File: src/rtl/mul_ctrl.sv
// mul_ctrl: sequencer between the execute stage and the multi-cycle multiplier.
// Latency: zero operand -> write-back 1 cycle after accept; otherwise ack delay k -> write-back k+2 cycles after accept.
// Backpressure: stall freezes the upstream pipeline while a request is pending, in flight, or held during an abort drain.
module mul_ctrl #(
   parameter int TIMEOUT_CYCLES = 64
) (
   input  logic        clk,
   input  logic        rst,
   input  logic        req_valid,
   input  logic [31:0] req_a,
   input  logic [31:0] req_b,
   input  logic [4:0]  req_rd,
   input  logic        flush,
   output logic        stall,
   output logic        busy,
   output logic        mul_go,
   output logic [31:0] mul_a,
   output logic [31:0] mul_b,
   input  logic        ack_mul,
   input  logic [31:0] mul_product,
   output logic        wb_valid,
   output logic [4:0]  wb_rd,
   output logic [31:0] wb_data,
   output logic        err_timeout
);

   typedef enum logic [2:0] {
      S_IDLE  = 3'd0,
      S_ISSUE = 3'd1,
      S_WAIT  = 3'd2,
      S_DONE  = 3'd3,
      S_ABORT = 3'd4
   } state_t;

   // Counter value seen in the last permitted WAIT/ABORT cycle.
   localparam logic [7:0] TO_LAST = 8'(TIMEOUT_CYCLES - 1);

   state_t      state_q, state_d;
   logic        mul_go_q, mul_go_d;
   logic [31:0] mul_a_q, mul_a_d;
   logic [31:0] mul_b_q, mul_b_d;
   logic        wb_valid_q, wb_valid_d;
   logic [4:0]  wb_rd_q, wb_rd_d;
   logic [31:0] wb_data_q, wb_data_d;
   logic        err_q, err_d;
   logic [7:0]  cnt_q, cnt_d;

   // Next-state and registered-output logic; flush outranks ack, ack outranks timeout.
   always_comb begin
      state_d    = state_q;
      mul_go_d   = mul_go_q;
      mul_a_d    = mul_a_q;
      mul_b_d    = mul_b_q;
      wb_valid_d = 1'b0;
      wb_rd_d    = wb_rd_q;
      wb_data_d  = wb_data_q;
      err_d      = err_q;
      cnt_d      = cnt_q;
      case (state_q)
         S_IDLE: begin
            if (req_valid && !flush) begin
               mul_a_d = req_a;
               mul_b_d = req_b;
               wb_rd_d = req_rd;
               err_d   = 1'b0;
               if (req_a == 32'd0 || req_b == 32'd0) begin
                  // Product is known to be zero: skip the multiplier entirely.
                  wb_data_d  = 32'd0;
                  wb_valid_d = 1'b1;
                  state_d    = S_DONE;
               end else begin
                  mul_go_d = 1'b1;
                  state_d  = S_ISSUE;
               end
            end
         end
         S_ISSUE: begin
            cnt_d = 8'd0;
            if (flush) begin
               mul_go_d = 1'b0;
               state_d  = ack_mul ? S_IDLE : S_ABORT;
            end else begin
               state_d = S_WAIT;
            end
         end
         S_WAIT: begin
            cnt_d = cnt_q + 8'd1;
            if (flush) begin
               // Multiplier may still be running; drain it in ABORT unless it finishes now.
               mul_go_d = 1'b0;
               cnt_d    = 8'd0;
               state_d  = ack_mul ? S_IDLE : S_ABORT;
            end else if (ack_mul) begin
               wb_data_d  = mul_product;
               mul_go_d   = 1'b0;
               wb_valid_d = 1'b1;
               state_d    = S_DONE;
            end else if (cnt_q == TO_LAST) begin
               wb_data_d  = 32'd0;
               err_d      = 1'b1;
               mul_go_d   = 1'b0;
               wb_valid_d = 1'b1;
               state_d    = S_DONE;
            end
         end
         S_DONE: begin
            // Instruction retires on this edge; any req_valid seen here belongs to it.
            state_d = S_IDLE;
         end
         S_ABORT: begin
            mul_go_d = 1'b0;
            cnt_d    = cnt_q + 8'd1;
            if (ack_mul || cnt_q == TO_LAST) begin
               cnt_d   = 8'd0;
               state_d = S_IDLE;
            end
         end
         default: begin
            mul_go_d = 1'b0;
            state_d  = S_IDLE;
         end
      endcase
   end

   // State and output registers, cleared asynchronously.
   always_ff @(posedge clk or negedge rst) begin
      if (!rst) begin
         state_q    <= S_IDLE;
         mul_go_q   <= 1'b0;
         mul_a_q    <= 32'd0;
         mul_b_q    <= 32'd0;
         wb_valid_q <= 1'b0;
         wb_rd_q    <= 5'd0;
         wb_data_q  <= 32'd0;
         err_q      <= 1'b0;
         cnt_q      <= 8'd0;
      end else begin
         state_q    <= state_d;
         mul_go_q   <= mul_go_d;
         mul_a_q    <= mul_a_d;
         mul_b_q    <= mul_b_d;
         wb_valid_q <= wb_valid_d;
         wb_rd_q    <= wb_rd_d;
         wb_data_q  <= wb_data_d;
         err_q      <= err_d;
         cnt_q      <= cnt_d;
      end
   end

   // Stall is gated by reset so the pipeline sees no freeze while the block is held in reset.
   always_comb begin
      stall = rst & ((state_q == S_IDLE && req_valid && !flush) ||
                     state_q == S_ISSUE || state_q == S_WAIT ||
                     (state_q == S_ABORT && req_valid));
   end

   assign busy        = (state_q != S_IDLE);
   assign mul_go      = mul_go_q;
   assign mul_a       = mul_a_q;
   assign mul_b       = mul_b_q;
   assign wb_valid    = wb_valid_q;
   assign wb_rd       = wb_rd_q;
   assign wb_data     = wb_data_q;
   assign err_timeout = err_q;

endmodule

File: config.mk
export PLATFORM = sky130hd
export DESIGN_NAME = mul_ctrl
export DESIGN_NICKNAME = d
export VERILOG_FILES = /design/src/rtl/mul_ctrl.sv
export SDC_FILE = /design/constraint.sdc
export NUM_CORES = 1
export LEC_CHECK = 0
export CORE_ASPECT_RATIO = 1.75
export CORE_MARGIN = 2
export CORE_UTILIZATION = 56
export CTS_CLUSTER_SIZE = 28
export DETAILED_ROUTE_END_ITERATION = 10
export DONT_BUFFER_PORTS = 1
export PLACE_DENSITY = 0.71
export SLEW_MARGIN = 20
export SYNTH_ARGS = -nofsm -noshare
export SYNTH_HDL_FRONTEND = slang
export SYNTH_SLANG_ARGS = --single-unit
File: constraint.sdc
create_clock -name clk -period 2.88 [get_ports clk]
set_input_delay 0.432 -clock clk [delete_from_list [all_inputs] [get_ports clk]]
set_output_delay 0.432 -clock clk [all_outputs]
set_load 0.02 [all_outputs]
==> metrics.txt, run 1 <==
# TYPE chip_impl_metric gauge
chip_impl_metric{name="synthToLayoutAreaGrowth",unit="%"} 12.76
chip_impl_metric{name="antenna_found_initial",unit=""} 0
chip_impl_metric{name="gr-usage-all-layers",unit="%"} 24.63
chip_impl_metric{name="ioPinCount",unit=""} 212
chip_impl_metric{name="whs",unit="ns"} -0.2758
chip_impl_info{name="post-synth-top-count-cell",value="sky130_fd_sc_hd__nand2_1"} 1
chip_impl_metric{name="worst_ir_drop_vdd",unit="V"} 0.0006207
chip_impl_metric{name="max_freq",unit="GHz"} 0.4891
chip_impl_metric{name="timing.critical_path.fanout_max",unit=""} 15
chip_impl_info{name="timing.hold.worst.class",value="primary input to async pin"} 1
chip_impl_metric{name="postRouteWirelength",unit="um"} 11240
chip_impl_metric{name="timing.max_slew.rel_slack",unit="%"} 56.76
chip_impl_metric{name="final_period_minus_worst_setup_slack",unit="ns"} 2.045
chip_impl_info{name="grt_setup_unrepaired",value="false"} 1
chip_impl_metric{name="synth-xor-area-share",unit="%"} 0.3699
chip_impl_metric{name="yosys_warnings",unit=""} 0
chip_impl_metric{name="detail_route.iter0.violations",unit=""} 137
chip_impl_metric{name="clock_tree.buffer_depth",unit=""} 2
chip_impl_metric{name="synth_seq_cells",unit=""} 115
chip_impl_metric{name="chipHeight",unit="um"} 125.7
chip_impl_metric{name="cts.sink_count",unit=""} 115
chip_impl_metric{name="finClkSkew",unit="ns"} 0.01018
chip_impl_metric{name="synth_mux_area_share",unit="%"} 0.4491
chip_impl_metric{name="first_global_vias",unit=""} 3614
chip_impl_metric{name="final_layout_size_suffix_gt1_share",unit="%"} 10.14
chip_impl_metric{name="postCtsSetupRepairBufs",unit=""} 0
chip_impl_metric{name="grt_overflow",unit=""} 0
chip_impl_info{name="failed_checks",value="hold timing"} 1
chip_impl_info{name="synth_top_family_by_area",value="simple AND/OR/NAND/NOR gates"} 1
chip_impl_metric{name="power.sequential.fraction",unit="%"} 52.2
chip_impl_metric{name="die_w",unit="um"} 73.52
chip_impl_metric{name="finalHoldViolCount",unit=""} 115
chip_impl_info{name="timing.setup.critical_path_class",value="flop to primary output"} 1
chip_impl_info{name="cp-start-kind",value="flop"} 1
chip_impl_metric{name="die_area",unit="um2"} 9237
chip_impl_metric{name="clk_pin_slew_worst_paths",unit="ns"} 0.05
chip_impl_metric{name="p_comb_share",unit="%"} 17.8
chip_impl_metric{name="final-instance-count-excl-fill",unit=""} 585
chip_impl_metric{name="initial_core_util",unit="%"} 57.35
chip_impl_metric{name="worst_path_arrival",unit="ns"} 1.61
chip_impl_info{name="tritoncts_clock_tree",value="yes"} 1
chip_impl_info{name="synthDominantAreaCellType",value="sky130_fd_sc_hd__dfrtp_1"} 1
chip_impl_metric{name="antenna_cell_count",unit=""} 0
chip_impl_metric{name="fp-row-count",unit=""} 44
chip_impl_metric{name="port-buffer-count",unit=""} 0
chip_impl_metric{name="power_switching_share",unit="%"} 40.00
chip_impl_metric{name="placed_cells",unit=""} 553
chip_impl_info{name="netlist_top_cells_area",value="sky130_fd_sc_hd__dfrtp_1, sky130_fd_sc_hd__nand2_1, sky130_fd_sc_hd__a22o_1"} 1
chip_impl_metric{name="finalSetupTns",unit="ns"} 0
chip_impl_metric{name="synth_adder_area_share",unit="%"} 0.2642
chip_impl_metric{name="setup_viol",unit=""} 0
chip_impl_metric{name="routed_via_density",unit=""} 5.921
chip_impl_metric{name="detail_route.wl_per_cell",unit="um"} 19.21
chip_impl_metric{name="synth.yosys.seq_area_share",unit="%"} 60.77
chip_impl_metric{name="worstSkewPairLatency",unit="ns"} 0.40
chip_impl_metric{name="synth-simple-area-share",unit="%"} 23.88
chip_impl_metric{name="synthesis.instances",unit=""} 481
chip_impl_metric{name="grt_pass1_wl",unit="um"} 17180
chip_impl_metric{name="share_clk_of_total_power",unit="%"} 30.0
chip_impl_metric{name="cts_buffers",unit=""} 17
chip_impl_metric{name="async_flop_share",unit="%"} 100.0
chip_impl_metric{name="synth_area_per_cell",unit="um2"} 9.846
chip_impl_metric{name="post-dp-hpwl",unit="um"} 7914
chip_impl_metric{name="cellPowerDensity",unit="nW/um2"} 1289
chip_impl_metric{name="ctsResizeCount",unit=""} 0
chip_impl_metric{name="synthesis.nets",unit=""} 588
chip_impl_info{name="synth.cells.most_frequent",value="sky130_fd_sc_hd__nand2_1, sky130_fd_sc_hd__dfrtp_1, sky130_fd_sc_hd__a22o_1"} 1
chip_impl_metric{name="htree_depth",unit=""} 4
chip_impl_metric{name="critPathRequiredTime",unit="ns"} 2.45
chip_impl_metric{name="floorplan.core_area",unit="um2"} 8258
chip_impl_metric{name="post-route-drc-count",unit=""} 0
chip_impl_info{name="synth_top_flop_cell",value="sky130_fd_sc_hd__dfrtp_1"} 1
chip_impl_metric{name="ant_nets",unit=""} 0
chip_impl_metric{name="cell_internal_pwr",unit="W"} 0.004130
chip_impl_info{name="timing.critical_path.cells",value="nand2b_1 > a21oi_1 > o21a_1"} 1
chip_impl_metric{name="worstPathBufferInverterCount",unit=""} 0
chip_impl_info{name="cp_top_family",value="flip-flops"} 1
chip_impl_metric{name="cap_violations",unit=""} 0
chip_impl_metric{name="drt-pass1-iter-count",unit=""} 6
chip_impl_metric{name="transition_at_the_pin_with_the_smallest_max_transition_slack",unit="ns"} 0.6486
chip_impl_metric{name="globalplace.congestion",unit=""} 0.8344
chip_impl_metric{name="yosys.cell_types.count",unit=""} 48
chip_impl_metric{name="largest_incremental_delay_on_the_critical_path",unit="ns"} 0.55
chip_impl_metric{name="synth_enable_flop_cells",unit=""} 0
chip_impl_info{name="status",value="finished with violations"} 1
chip_impl_metric{name="period_share",unit="%"} 71.00
chip_impl_metric{name="pin_count_of_the_biggest_net_entering_global_routing",unit=""} 117
chip_impl_metric{name="vias",unit=""} 3464
chip_impl_info{name="critical_path.endpoint_type",value="primary output"} 1
chip_impl_metric{name="synth_compound_gate_area_share",unit="%"} 10.65
chip_impl_metric{name="fin_nets",unit=""} 587
chip_impl_info{name="cts_root_buffer",value="sky130_fd_sc_hd__clkbuf_16"} 1
chip_impl_info{name="timing.critical_path.slowest_stage_cell",value="sky130_fd_sc_hd__dfrtp_1"} 1
chip_impl_metric{name="netSwitchingPower",unit="W"} 0.002753
chip_impl_metric{name="timing.final.max_slew_violations",unit=""} 0
chip_impl_metric{name="synth_top_area_share",unit="%"} 60.77
chip_impl_metric{name="static-leakage-power",unit="nW"} 2.669
chip_impl_metric{name="syn-cell-area",unit="um2"} 4736
-- state kept, by name (all words and copies together) (netlist names) --
register     count
mul_a           32
mul_b           32
wb_data         32
cnt_q            8
wb_rd            5
state_q          3
err_timeout      1
mul_go           1
wb_valid         1
-- path summary, 6_finish.rpt --
| kind | endpoint | slack [ns] | startpoint | cells after the start |
|---|---|---|---|---|
| max reg2reg | wb_data[25]$_DFFE_PN0P_ | 0.85 | cnt_q[0]$_DFFE_PN0P_ | 7 |
| min reg2reg | cnt_q[3]$_DFFE_PN0P_ | 0.51 | cnt_q[3]$_DFFE_PN0P_ | 1 |
| min | wb_valid$_DFF_PN0_ | -0.28 | rst | 0 |
| max | stall | 0.84 | state_q[2]$_DFFE_PN0P_ | 3 |
| min in group clk | state_q[2]$_DFFE_PN0P_ | 0.09 | ack_mul | 1 |
| max in group asynchronous | mul_a[22]$_DFFE_PN0P_ | 2.96 | rst | 0 |
-- cells in the final DEF, fill, tap and decap left out, types with 2 or more instances in the layout --
cell,Yosys,layout
sky130_fd_sc_hd__a21o_1,2,2
sky130_fd_sc_hd__a21oi_1,5,5
sky130_fd_sc_hd__a21oi_2,2,2
sky130_fd_sc_hd__a22o_1,34,34
sky130_fd_sc_hd__buf_4,0,5
sky130_fd_sc_hd__bufinv_16,0,3
sky130_fd_sc_hd__clkbuf_1,9,2
sky130_fd_sc_hd__clkbuf_16,0,17
sky130_fd_sc_hd__clkinv_2,0,3
sky130_fd_sc_hd__clkinvlp_4,0,5
sky130_fd_sc_hd__dfrtp_1,115,115
sky130_fd_sc_hd__inv_1,2,2
sky130_fd_sc_hd__inv_2,3,3
sky130_fd_sc_hd__nand2_1,215,214
sky130_fd_sc_hd__nand2b_1,4,4
sky130_fd_sc_hd__nand3_1,2,2
sky130_fd_sc_hd__nand4_1,4,4
sky130_fd_sc_hd__nor2_1,9,9
sky130_fd_sc_hd__nor2b_1,2,2
sky130_fd_sc_hd__nor3_1,3,3
sky130_fd_sc_hd__nor4_1,17,17
sky130_fd_sc_hd__o21ai_0,3,3
sky130_fd_sc_hd__o21ai_1,5,5
sky130_fd_sc_hd__xor2_1,2,2
-- kinds of logic (layout without fill, tap and decap cells) --
logic type | after synthesis | after routing
AO/OA/AOI/OAI | 63 | 63
multiplexers | 2 | 2
flip-flops | 115 | 115
buffers and inverters | 31 | 43
XOR/XNOR | 2 | 2
adder cells (fa/ha/maj) | 1 | 1
AND/OR/NAND/NOR | 267 | 267
-- final cells by class --
class	count	area, um2
repair buffers	5	37.54
inverters	6	22.52
clock inverters	13	160.2
multi-input cells	335	1694
well taps	92	115.1
flip-flops and latches	115	2878
clock buffers	19	432.9
fillers	654	2918
-- metrics by stage --
stage,area [um2],hold slack [ns],power [W],setup slack [ns],util (%)
floorplan,4736,0.1364,0.004480,1.154,-
global placement,4747,0.1395,0.004762,0.8066,57.48
detailed placement,4747,0.1390,0.004834,0.7291,57.48
CTS,5340,-0.2993,0.006937,0.8567,64.67
global route,5340,-0.3013,0.007268,0.7325,64.67
finish,5340,-0.2758,0.006883,0.8353,64.67
-- power groups by stage --
stage | combinational (W) | sequential (W) | clock, W
after CTS | 0.00124 | 0.00359 | 0.00211
after global routing | 0.00141 | 0.00366 | 0.00219
after floorplan | 0.00110 | 0.00338 | 0
after global placement | 0.00116 | 0.00360 | 0
after detailed placement | 0.00124 | 0.00360 | 0
final | 0.00122 | 0.00359 | 0.00207
-- metal layers --
metal,vias up,global-route usage (%),routed length (um)
met5,-,0,0
met4,0,10.91,257
met3,23,9.920,1081
met2,185,41.60,5842
met1,1647,26.35,4059
li1,1609,-,-
(Power assumes the default switching activity.)
==> inputs of run 2 (changes only) <==
==> constraint.sdc (replaced) <==
create_clock -name clk -period 2 [get_ports clk]
set_input_delay 0.3 -clock clk [delete_from_list [all_inputs] [get_ports clk]]
set_output_delay 0.3 -clock clk [all_outputs]
set_load 0.02 [all_outputs]
==> run 2 against run 1 <==
  * The flow still finishes with violations (hold timing)
  * Non-clock buffer count increased by 56
  * Count of clock-buffer cells in the layout increased by 3
  * Cell area increased by 12%
  * Sequential share of layout area decreased by 5.6 points
  * Final cell count increased by 9.4%
  * Register-to-register slack got worse by 0.70 ns
  * Clock skew about the same
  * Global-route usage increased by 2.6 points
  * Hold slack got worse by 0.13 ns
  * Highest routed layer unchanged
  * First-iteration DRC count increased by 45%
==> metrics.txt, run 2 (synthesis results as in run 1) <==
# TYPE chip_impl_metric gauge
chip_impl_metric{name="timing.max_slew.rel_slack",unit="%"} 68.05
chip_impl_info{name="cts_root_buffer",value="sky130_fd_sc_hd__clkbuf_16"} 1
chip_impl_metric{name="htree_depth",unit=""} 4
chip_impl_metric{name="clk_pin_slew_worst_paths",unit="ns"} 0.05
chip_impl_metric{name="chipHeight",unit="um"} 125.7
chip_impl_metric{name="drt-pass1-iter-count",unit=""} 4
chip_impl_metric{name="post-dp-hpwl",unit="um"} 7992
chip_impl_metric{name="cts_hold_buf",unit=""} 51
chip_impl_metric{name="fp-row-count",unit=""} 44
chip_impl_info{name="status",value="finished with violations"} 1
chip_impl_metric{name="reg2reg_depth",unit=""} 7
chip_impl_metric{name="placed_cells",unit=""} 558
chip_impl_metric{name="largest_incremental_delay_on_the_critical_path",unit="ns"} 0.45
chip_impl_metric{name="period_share",unit="%"} 93.60
chip_impl_metric{name="first_global_vias",unit=""} 3986
chip_impl_info{name="mostFrequentLayoutCell",value="sky130_fd_sc_hd__nand2_1"} 1
chip_impl_metric{name="detail_route.wl_per_cell",unit="um"} 19.25
chip_impl_info{name="grt_setup_unrepaired",value="false"} 1
chip_impl_info{name="timing.setup.critical_path_class",value="flop to primary output"} 1
chip_impl_metric{name="ant_nets",unit=""} 0
chip_impl_metric{name="final-instance-count-excl-fill",unit=""} 640
chip_impl_metric{name="postRouteWirelength",unit="um"} 12320
chip_impl_metric{name="final_layout_size_suffix_gt1_share",unit="%"} 10.22
chip_impl_metric{name="worst_ir_drop_vdd",unit="V"} 0.0009555
chip_impl_info{name="timing.critical_path.slowest_stage_cell",value="sky130_fd_sc_hd__dfrtp_1"} 1
chip_impl_metric{name="cellPowerDensity",unit="nW/um2"} 1712
chip_impl_metric{name="worst_path_arrival",unit="ns"} 1.57
chip_impl_info{name="critical_path.endpoint_type",value="primary output"} 1
chip_impl_metric{name="multi_input_area",unit="um2"} 1695
chip_impl_metric{name="cts_buffers",unit=""} 17
chip_impl_metric{name="static-leakage-power",unit="nW"} 2.944
chip_impl_metric{name="final_cell_area",unit="um2"} 5958
chip_impl_metric{name="cap_violations",unit=""} 0
chip_impl_info{name="reg2reg_from",value="cnt_q[0]$_DFFE_PN0P_"} 1
chip_impl_metric{name="worstSkewPairLatency",unit="ns"} 0.40
chip_impl_metric{name="finClkSkew",unit="ns"} 0.01035
chip_impl_metric{name="transition_at_the_pin_with_the_smallest_max_transition_slack",unit="ns"} 0.4749
chip_impl_metric{name="regToRegSetupSlack",unit="ns"} 0.15
chip_impl_metric{name="finalSetupTns",unit="ns"} 0
chip_impl_metric{name="ioPinCount",unit=""} 212
chip_impl_metric{name="antenna_cell_count",unit=""} 0
chip_impl_metric{name="timing.final.max_slew_violations",unit=""} 0
chip_impl_metric{name="die_w",unit="um"} 73.52
chip_impl_info{name="reg2reg_to",value="wb_data[15]$_DFFE_PN0P_"} 1
chip_impl_info{name="tritoncts_clock_tree",value="yes"} 1
chip_impl_metric{name="place_area",unit="um2"} 4835
chip_impl_metric{name="port-buffer-count",unit=""} 0
chip_impl_metric{name="initial_core_util",unit="%"} 57.35
chip_impl_metric{name="die_area",unit="um2"} 9237
chip_impl_metric{name="routed_via_density",unit=""} 5.878
chip_impl_info{name="timing.critical_path.cells",value="buf_4 > nand2b_1 > a21oi_1 > o21a_2"} 1
chip_impl_metric{name="cts.sink_count",unit=""} 115
chip_impl_metric{name="clock_tree.buffer_depth",unit=""} 2
chip_impl_metric{name="grt_pass1_wl",unit="um"} 19020
chip_impl_metric{name="setup_viol",unit=""} 0
chip_impl_metric{name="final_period_minus_worst_setup_slack",unit="ns"} 1.872
chip_impl_metric{name="critPathRequiredTime",unit="ns"} 1.70
chip_impl_metric{name="grt_overflow",unit=""} 0
chip_impl_metric{name="post-route-drc-count",unit=""} 0
chip_impl_metric{name="floorplan.core_area",unit="um2"} 8258
chip_impl_metric{name="whs",unit="ns"} -0.4058
chip_impl_metric{name="finalHoldViolCount",unit=""} 115
chip_impl_metric{name="finish.utilization",unit="%"} 72.15
chip_impl_metric{name="max_freq",unit="GHz"} 0.5342
chip_impl_metric{name="fin_nets",unit=""} 643
chip_impl_info{name="cp-start-kind",value="flop"} 1
chip_impl_metric{name="fillerInstances",unit=""} 569
chip_impl_metric{name="gr-usage-all-layers",unit="%"} 27.21
chip_impl_metric{name="antenna_found_initial",unit=""} 0
chip_impl_metric{name="pin_count_of_the_biggest_net_entering_global_routing",unit=""} 117
chip_impl_metric{name="vias",unit=""} 3762
chip_impl_info{name="crit_path_start",value="state_q[2]$_DFFE_PN0P_"} 1
chip_impl_info{name="timing.hold.worst.class",value="primary input to async pin"} 1
chip_impl_metric{name="layout.area.seq",unit="um2"} 2878
chip_impl_metric{name="globalplace.congestion",unit=""} 0.8632
chip_impl_metric{name="detail_route.iter0.violations",unit=""} 198
chip_impl_metric{name="timing.critical_path.fanout_max",unit=""} 9
chip_impl_metric{name="synthToLayoutAreaGrowth",unit="%"} 25.81
chip_impl_info{name="top_library_cells_by_usage_in_the_layout_fill_and_taps_aside",value="sky130_fd_sc_hd__nand2_1, sky130_fd_sc_hd__dfrtp_1, sky130_fd_sc_hd__dlygate4sd3_1, sky130_fd_sc_hd__a22o_1"} 1
chip_impl_info{name="failed_checks",value="hold timing"} 1
## run 2: cell types whose count changed in the layout (fill, tap and decap cells not counted), sizes merged
| cell | delta |
|---|---|
| clkbuf | +3 |
| clkinv | -1 |
| inv | -1 |
| buf | +5 |
| clkinvlp | -2 |
| dlygate4sd3 | +51 |
## run 2: metrics by stage
stage	power (W)	hold slack, ns	setup slack [ns]
global placement	0.006927	0.007251	0.1768
CTS	0.01025	-0.4280	0.05153
global route	0.01077	-0.4318	0.04089
detailed placement	0.007043	0.006774	0.2063
floorplan	0.006451	0.004409	0.2735
finish	0.01020	-0.4058	0.1281
## run 2: worst max path at each step
stage	to	slack [ns]	cells after the start
after floorplan	wb_data[12]$_DFFE_PN0P_	0.27	7
after global placement	wb_data[10]$_DFFE_PN0P_	0.18	6
after detailed placement	wb_data[12]$_DFFE_PN0P_	0.21	7
after CTS	stall	0.05	4
after global routing	stall	0.04	4
final	stall	0.13	4
## run 2: power breakdown
part | internal, W | total [W] | switching, W
Clock | 0.00208 | 0.00307 | 0.000995
Combinational | 0.000869 | 0.00198 | 0.00111
Sequential | 0.00326 | 0.00515 | 0.00189
Total | 0.00620 | 0.0102 | 0.00400
## run 2: final cells by class
| class | count | area share [%] |
|---|---|---|
| Multi-Input combinational cell | 335 | 28.45 |
| Timing Repair Buffer | 61 | 10.67 |
| Inverter | 6 | 0.3780 |
| Clock buffer | 22 | 8.127 |
| Tap cell | 92 | 1.932 |
| Clock inverter | 9 | 2.142 |
| Sequential cell | 115 | 48.30 |
## run 2: critical path, delay by kind of cell (launching register included)
kind                   cells  cell delay (ns)
and+or+nand+nor            1             0.14
DFF                        1             0.45
AOI/OAI and AO/OA          2             0.38
buffers and inverters      1             0.20
## run 2: what timing repair did
item,CTS,global route
gates resized for setup,0,1
endpoints found under the hold margin,166,115
setup buffers,0,0
setup endpoints to repair,0,1
## run 2: routing by layer
metal / GRT usage [%] / vias up / share of wire [%]
li1: - / 1718 / -
met3: 10.64 / 42 / 9.0
met1: 29.40 / 1774 / 35
met4: 14.33 / 0 / 4.7
met5: 0 / - / 0
met2: 44.75 / 228 / 52
